## src/rtl/match_if.sv

```systemverilog
// Ball/score handshake between GameEngine ball logic and the match controller.
// The controller side uses the slave modport; the engine side uses master.
interface match_if;
  logic       ballTick;
  logic [7:0] xBallPosition;
  logic       startButton;
  logic       resetBall;
  logic       ballEnable;
  logic [3:0] leftScore;
  logic [3:0] rightScore;
  logic       lastScorer;
  logic       gameOver;
  logic [2:0] matchState;

  modport slave (
    input  ballTick, xBallPosition, startButton,
    output resetBall, ballEnable, leftScore, rightScore, lastScorer, gameOver, matchState
  );

  modport master (
    output ballTick, xBallPosition, startButton,
    input  resetBall, ballEnable, leftScore, rightScore, lastScorer, gameOver, matchState
  );
endinterface

```

## src/rtl/match_controller.sv

```systemverilog
// Match sequencing for the pong engine: goal detection, scoring, serve and game-over holds.
//
// state     | meaning
// IDLE      | ball parked at centre, waiting for the first start press
// SERVE     | ball parked, counting ballTicks down before release
// PLAY      | ball moving, goals sampled on ballTick
// POINT     | single clock after a goal, decides next serve or match end
// GAME_OVER | winner shown, start ignored until the hold count expires
module match_controller #(
  parameter int WIN_SCORE         = 11,
  parameter int SERVE_DELAY_TICKS = 140,
  parameter int GAMEOVER_TICKS    = 420,
  parameter int LEFT_GOAL_X       = 5,
  parameter int RIGHT_GOAL_X      = 230
) (
  input logic    clock,
  input logic    reset,
  match_if.slave bus
);

  localparam int CNT_MAX = (SERVE_DELAY_TICKS > GAMEOVER_TICKS) ? SERVE_DELAY_TICKS : GAMEOVER_TICKS;
  localparam int CW      = $clog2(CNT_MAX + 1);

  localparam logic [CW-1:0] SERVE_LOAD = CW'(SERVE_DELAY_TICKS);
  localparam logic [CW-1:0] GO_LOAD    = CW'(GAMEOVER_TICKS);
  localparam logic [3:0]    WIN        = 4'(WIN_SCORE);
  localparam logic [7:0]    LEFT_X     = 8'(LEFT_GOAL_X);
  localparam logic [7:0]    RIGHT_X    = 8'(RIGHT_GOAL_X);

  typedef enum logic [2:0] {
    IDLE      = 3'd0,
    SERVE     = 3'd1,
    PLAY      = 3'd2,
    POINT     = 3'd3,
    GAME_OVER = 3'd4
  } state_t;

  state_t        state, state_n;
  logic [CW-1:0] tick_count, tick_count_n;
  logic [3:0]    left_score, left_score_n;
  logic [3:0]    right_score, right_score_n;
  logic          last_scorer, last_scorer_n;
  logic          sync1, sync2, start_prev;
  logic          start_press;
  logic          reset_ball_q, ball_enable_q, game_over_q;

  // Key is active-low; the synchroniser idles high so reset never fakes a press.
  assign start_press = start_prev & ~sync2;

  always_ff @(posedge clock) begin
    if (reset) begin
      state         <= IDLE;
      tick_count    <= '0;
      left_score    <= '0;
      right_score   <= '0;
      last_scorer   <= 1'b0;
      sync1         <= 1'b1;
      sync2         <= 1'b1;
      start_prev    <= 1'b1;
      reset_ball_q  <= 1'b1;
      ball_enable_q <= 1'b0;
      game_over_q   <= 1'b0;
    end else begin
      sync1         <= bus.startButton;
      sync2         <= sync1;
      start_prev    <= sync2;
      state         <= state_n;
      tick_count    <= tick_count_n;
      left_score    <= left_score_n;
      right_score   <= right_score_n;
      last_scorer   <= last_scorer_n;
      reset_ball_q  <= (state_n != PLAY);
      ball_enable_q <= (state_n == PLAY);
      game_over_q   <= (state_n == GAME_OVER);
    end
  end

  always_comb begin
    state_n       = state;
    tick_count_n  = tick_count;
    left_score_n  = left_score;
    right_score_n = right_score;
    last_scorer_n = last_scorer;
    case (state)
      IDLE: begin
        if (start_press) begin
          left_score_n  = '0;
          right_score_n = '0;
          tick_count_n  = SERVE_LOAD;
          state_n       = SERVE;
        end
      end
      SERVE: begin
        if (bus.ballTick) begin
          if (tick_count <= CW'(1)) begin
            tick_count_n = '0;
            state_n      = PLAY;
          end else begin
            tick_count_n = tick_count - CW'(1);
          end
        end
      end
      PLAY: begin
        if (bus.ballTick) begin
          if (bus.xBallPosition >= RIGHT_X) begin
            if (left_score < WIN) left_score_n = left_score + 4'd1;
            last_scorer_n = 1'b0;
            state_n       = POINT;
          end else if (bus.xBallPosition <= LEFT_X) begin
            if (right_score < WIN) right_score_n = right_score + 4'd1;
            last_scorer_n = 1'b1;
            state_n       = POINT;
          end
        end
      end
      POINT: begin
        if ((left_score == WIN) || (right_score == WIN)) begin
          tick_count_n = GO_LOAD;
          state_n      = GAME_OVER;
        end else begin
          tick_count_n = SERVE_LOAD;
          state_n      = SERVE;
        end
      end
      GAME_OVER: begin
        if (start_press && (tick_count == '0)) begin
          left_score_n  = '0;
          right_score_n = '0;
          tick_count_n  = SERVE_LOAD;
          state_n       = SERVE;
        end else if (bus.ballTick && (tick_count != '0)) begin
          tick_count_n = tick_count - CW'(1);
        end
      end
      default: begin
        tick_count_n = '0;
        state_n      = IDLE;
      end
    endcase
  end

  assign bus.resetBall  = reset_ball_q;
  assign bus.ballEnable = ball_enable_q;
  assign bus.leftScore  = left_score;
  assign bus.rightScore = right_score;
  assign bus.lastScorer = last_scorer;
  assign bus.gameOver   = game_over_q;
  assign bus.matchState = state;

endmodule
```

## src/flat_wrapper.sv

```systemverilog
// flat-port wrapper written by rule: the top's interface ports become plain ports
module match_controller_flat 
#(
  parameter int WIN_SCORE         = 11,
  parameter int SERVE_DELAY_TICKS = 140,
  parameter int GAMEOVER_TICKS    = 420,
  parameter int LEFT_GOAL_X       = 5,
  parameter int RIGHT_GOAL_X      = 230
)
  (clock, reset, bus_ballTick, bus_xBallPosition, bus_startButton, bus_resetBall, bus_ballEnable, bus_leftScore, bus_rightScore, bus_lastScorer, bus_gameOver, bus_matchState);
  match_if bus_i ();
  input logic clock;
  input logic reset;
  input wire logic [$bits(bus_i.ballTick)-1:0] bus_ballTick;
  input wire logic [$bits(bus_i.xBallPosition)-1:0] bus_xBallPosition;
  input wire logic [$bits(bus_i.startButton)-1:0] bus_startButton;
  output wire logic [$bits(bus_i.resetBall)-1:0] bus_resetBall;
  output wire logic [$bits(bus_i.ballEnable)-1:0] bus_ballEnable;
  output wire logic [$bits(bus_i.leftScore)-1:0] bus_leftScore;
  output wire logic [$bits(bus_i.rightScore)-1:0] bus_rightScore;
  output wire logic [$bits(bus_i.lastScorer)-1:0] bus_lastScorer;
  output wire logic [$bits(bus_i.gameOver)-1:0] bus_gameOver;
  output wire logic [$bits(bus_i.matchState)-1:0] bus_matchState;
  assign bus_i.ballTick = bus_ballTick;
  assign bus_i.xBallPosition = bus_xBallPosition;
  assign bus_i.startButton = bus_startButton;
  assign bus_resetBall = bus_i.resetBall;
  assign bus_ballEnable = bus_i.ballEnable;
  assign bus_leftScore = bus_i.leftScore;
  assign bus_rightScore = bus_i.rightScore;
  assign bus_lastScorer = bus_i.lastScorer;
  assign bus_gameOver = bus_i.gameOver;
  assign bus_matchState = bus_i.matchState;
  match_controller #(.WIN_SCORE(WIN_SCORE), .SERVE_DELAY_TICKS(SERVE_DELAY_TICKS), .GAMEOVER_TICKS(GAMEOVER_TICKS), .LEFT_GOAL_X(LEFT_GOAL_X), .RIGHT_GOAL_X(RIGHT_GOAL_X)) u_core (.clock(clock), .reset(reset), .bus(bus_i));
endmodule
```

## config.mk

```make
export PLATFORM = sky130hd
export DESIGN_NAME = match_controller_flat
export DESIGN_NICKNAME = d
export VERILOG_FILES = /design/src/rtl/match_if.sv /design/src/rtl/match_controller.sv /design/src/flat_wrapper.sv
export SDC_FILE = /design/constraint.sdc
export NUM_CORES = 1
export LEC_CHECK = 0
export ABC_CLOCK_PERIOD_IN_PS = 2800
export BUFFER_PORTS_ARGS = -buffer_cell sky130_fd_sc_hd__buf_4
export CAP_MARGIN = 0
export CORE_MARGIN = 2
export CORE_UTILIZATION = 55
export DETAILED_ROUTE_END_ITERATION = 6
export PLACE_DENSITY = 0.75
export REMOVE_ABC_BUFFERS = 1
export SLEW_MARGIN = 20
export SYNTH_ARGS = -nofsm -noshare
export SYNTH_HDL_FRONTEND = slang
export SYNTH_SLANG_ARGS = --single-unit
export TNS_END_PERCENT = 5
```

## constraint.sdc

```tcl
create_clock -name clock -period 2.8 [get_ports clock]
set_input_delay 0.28 -clock clock [delete_from_list [all_inputs] [get_ports clock]]
set_output_delay 0.28 -clock clock [all_outputs]
set_load 0.01 [all_outputs]
```

After elaboration in Yosys (flattened, before gate mapping)
Cells that the tools add are included.
W data, S select, Z words.
{"block": "totals", "output_inout_bits": 15, "input_bits": 12, "word_cells": 82, "ff_bits": 27}
{"block": "classes", "order_cmp": 5, "n_addsub": 3, "bitwise": 3, "reduce_logical": 12, "n_eq_ne": 19, "mux": 29}
{"op": "$mux W9", "n": 6}
{"op": "$pmux W9 S5", "n": 1}
{"op": "$mux W4", "n": 9}
{"op": "$mux W3", "n": 8}
{"op": "$pmux W4 S3", "n": 2}
{"op": "$pmux W3 S5", "n": 1}
{"op": "$ne A2 B1 Y1 const B", "n": 6}
{"op": "$eq A3 B2 Y1 const B", "n": 3}
{"op": "$le A9 B1 Y1 const B", "n": 1}
{"op": "$logic_not A9 Y1", "n": 1}
{"op": "$reduce_bool A9 Y1", "n": 1}
{"op": "$sub A9 B1 Y9 const B", "n": 1}
{"op": "$add A4 B1 Y4 const B", "n": 2}
{"op": "$eq A4 B4 Y1 const B", "n": 2}
{"op": "$ge A8 B8 Y1 const B", "n": 1}
{"op": "$le A8 B3 Y1 const B", "n": 1}
{"op": "$lt A4 B4 Y1 const B", "n": 2}
{"op": "$reduce_and A7 Y1", "n": 1}
{"op": "$eq A3 B3 Y1 const B", "n": 2}
{"op": "$ne A2 B2 Y1 const B", "n": 3}
{"op": "$reduce_and A6 Y1", "n": 1}
{"op": "$reduce_and A4 Y1", "n": 1}
{"op": "$eq A3 B1 Y1 const B", "n": 1}
{"op": "$logic_not A3 Y1", "n": 1}
{"op": "10 further kinds", "n": 13}

Longest topological paths before layout
{"block": "depth", "word_depth": 6, "ltp_mapped": 8, "depth_no_buf": 7}

Worst setup path before layout
Ideal clock, no wire load.
{"block": "synth_path", "path_type": "register to register", "start": "reg u_core.tick_count[0]", "end": "reg u_core.tick_count[3]", "synth_period_minus_slack_ns": 2.186, "slack_ns": 0.614, "path_stages_with_launch": 9, "setup_time_ns": 0.084, "t_required_ns": 2.716, "path_buffers": 1, "t_arrival_ns": 2.102, "path_cell_list": "dfxtp_1 > inv_1 > ha_1 > or4b_1 > or3_4 > a31o_1 > buf_6 > nand2b_4 > o31ai_2"}
{"block": "synth_between", "elab_chain_len": 4, "word_cells_on_any_way": 13, "classes_between": "add/sub (1); order compare (1); eq/ne (1); mux (5); reduce/logical (5)"}
{"element": "from (decl)", "line_no": "match_controller.sv:39", "rtl": "logic [CW-1:0] tick_count, tick_count_n;"}
{"element": "from (signal assigned)", "line_no": "match_controller.sv:68", "rtl": "tick_count <= tick_count_n;"}
{"element": "$sub A9 B1 Y9 (tied with other cells)", "line_no": "match_controller.sv:99, match_controller.sv:132"}
{"element": "$mux W9 (tied with other cells)", "line_no": "match_controller.sv:131", "rtl": "end else if (bus.ballTick && (tick_count != '0)) begin"}
{"element": "$mux W9 (tied with other cells)", "line_no": "match_controller.sv:126", "rtl": "if (start_press && (tick_count == '0)) begin"}
{"element": "$pmux W9 S5 / $reduce_and A4 Y1 (equally long branches)"}
Several ways; a longest one is shown, not always the timed one. The select of a mux whose other input is x is not followed.
A chain may end at the register's enable or synchronous reset.

Final worst setup path
{"block": "layout_path", "start": "reg u_core.tick_count[0]", "end": "reg u_core.tick_count[4]"}
Same word-level chain as after synthesis.

==> impl_metrics.py <==
metrics = {
    "setup_path": {
        "cp_top_family": "simple AND/OR/NAND/NOR gates",
        "crit_required_ns": 3.06,
        "crit_path_max_incr_delay_ns": 0.50,
        "arrival_ns": 2.73,
        "cpMaxStageDelayCell": "or4b_1",
        "cp_num_buf_inv": 1,
        "critical_path.max_fanout": 11,
        "crit_path_start_kind": "flip-flop",
        "setup.worst_path.end_class": "flip-flop",
        "path_cells": "inv_1 -> ha_1 -> or4b_1 -> or3_4 -> a31o_1 -> nand2b_1 -> o311ai_1",
        "path_class": "flip-flop to flip-flop",
    },
    "placed_design": {
        "hpwl_um": 2826,
        "pre_cts_ws_ns": 0.3713,
        "io_buffers": 25,
        "place.gp.congestion": 0.8277,
        "dpl-instance-area_um2": 1794,
        "dp_cells": 239,
    },
    "grt": {
        "grt_max_degree": 23,
        "grt_antenna_before_repair": 0,
        "grt_pass1_vias": 1463,
        "grt_pass1_wl_um": 6375,
        "grt_usage_pct": 23.78,
        "overflow": 0,
    },
    "route": {
        "ant_nets": 0,
        "viasPerCell": 6.243,
        "drt_iter0_markers": 54,
        "dr_total_vias": 1517,
        "post-route-drc-count": 0,
        "wl_per_cell_um": 15.71,
        "drtPass1Iterations": 4,
        "drt-total-wl_um": 3818,
    },
    "logic_synthesis": {
        "synth_top_area_cell": "dfxtp_1",
        "synth_area_um2": 1587,
        "ys_seq_area_share_pct": 34.07,
        "synth_edf_count": 0,
        "synth_area_per_cell_um2": 8.439,
        "ys_top_cells_by_area": "dfxtp_1 (34%), ha_1 (3.9%), nor3_1 (3.5%), nand3_1 (3.2%), o21ai_0 (3.2%)",
        "ys_ff_latch": 27,
        "synth_top_area_share_pct": 34.07,
        "synthCells": 188,
        "ys_warn_count": 0,
        "post_synth_num_cell_types": 53,
        "synth_top_flop_cell": "dfxtp_1",
        "synthArstFlopShare_pct": 0,
    },
    "clocking": {
        "cts_hold_buffers": 0,
        "cts_sinks": 27,
        "h-tree-depth": 1,
        "clk_latency_ns": 0.33,
        "cts_buffer_depth": 2,
        "post_cts_buffers": 0,
        "cts_resized": 0,
        "clock-root-buffer": "clkbuf_4",
        "numCtsBuffers": 3,
        "clkTransAtPathRegs_ns": 0.17,
        "cts_tree": "built",
    },
    "layout": {
        "stdcell_count": 243,
        "fin_util_pct": 66.20,
        "area_delta_synth_final_pct": 15.06,
        "final_area_um2": 1826,
        "layout-drive-gt1-share_pct": 19.81,
        "final_nets": 230,
        "n_antenna_cell": 0,
    },
    "floorplan": {
        "start_util_pct": 57.53,
        "coreArea_um2": 2758,
        "row_count": 19,
        "die_x_um": 57.71,
        "ioPinCount": 27,
        "die_y_um": 57.71,
        "die_area_um2": 3330,
    },
    "sta": {
        "tns_ns": 0,
        "finalClockSkew_ns": 0.01218,
        "rsz0062_at_grt": "false",
        "hold_viol": 0,
        "fin_crit_ns": 2.476,
        "hold_ws_ns": 0.1140,
        "worst_pin_slew_ns": 0.6759,
        "setup_violations": 0,
        "slew_headroom_pct": 54.84,
        "max_freq_mhz": 403.8,
        "setup_slack_ns": 0.3236,
        "fin_crit_sh_pct": 88.44,
        "slew_violations": 0,
    },
    "status": {
        "status": "finished clean",
    },
    "pwr": {
        "p_leak_nw": 0.7233,
        "irDropWorstVdd_v": 0.0003205,
        "p_per_area_nw_per_um2": 400.9,
        "power_mw": 0.7318,
    },
    "worst_hold_path": {
        "min_path_type": "primary input to flip-flop",
    },
    "flow_run": {
        "maxCapViolCount": 0,
    },
}
kinds of logic after synthesis:
kind of cell	Yosys count	synth area share (%)
simple gates	73	27.37
compound gates	59	26.89
buf+inv	19	4.968
flops	27	34.07
xor+xnor	5	2.760
fa+ha+maj	5	3.943
flip-flops by register name (all words and copies together), names as in the netlist:
name,cells
u_core.tick_count,9
u_core.bus.leftScore,4
u_core.bus.rightScore,4
u_core.bus.matchState,3
u_core.bus.ballEnable,1
u_core.bus.gameOver,1
u_core.bus.lastScorer,1
u_core.bus.resetBall,1
u_core.start_prev,1
u_core.sync1,1
u_core.sync2,1
where the power goes:
group	total [mW]	switching [mW]	leakage, nW	internal (mW)
combinational	0.139	0.0800	0.486	0.0590
clock	0.185	0.126	0.0183	0.0582
sequential	0.408	0.0141	0.219	0.394
synth_stat cells (5+ instances only):
cell type,instances
ha_1,5
nor3_1,11
o21ai_0,10
a21oi_1,8
nand2_1,7
xor2_1,5
clkbuf_1,6
inv_1,12
nand3_1,10
dfxtp_1,27
nor2_1,9
cells in the final DEF (no fill, tap or decap), types with 5 or more instances in the layout:
cell     instances
a21oi_1          8
buf_4           27
dfxtp_1         27
ha_1             5
inv_1           12
nand2_1          7
nand3_1         10
nor2_1           9
nor3_1          11
o21ai_0         10
xor2_1           5
layout make-up:
class,instances,area (um^2)
clock inverters,1,8.758
inverters,12,45.04
well taps,31,38.79
multi-input cells,142,967.2
fillers,255,932.1
clock buffers,3,22.52
flip-flops and latches,27,540.5
repair buffers,27,202.7
final timing paths:
kind                                            from              endpoint  slack, ns  depth (start not counted)
worst max-delay path            u_core.tick_count[0]  u_core.tick_count[4]       0.32                          7
worst min-delay path                 bus_startButton          u_core.sync1       0.11                          2
worst max register to register  u_core.tick_count[0]  u_core.tick_count[4]       0.32                          7
worst min register to register          u_core.sync1          u_core.sync2       0.45                          1
routing by layer:
layer  part of all wire, %  global-route usage (%)  routed length, um
met2                    46                   37.34               1746
met3                   5.6                   3.348                215
met5                     0                       0                  0
met1                    47                   33.89               1813
met4                   1.1                   7.309                 42
Note: power is estimated with default switching activity, not from simulation.
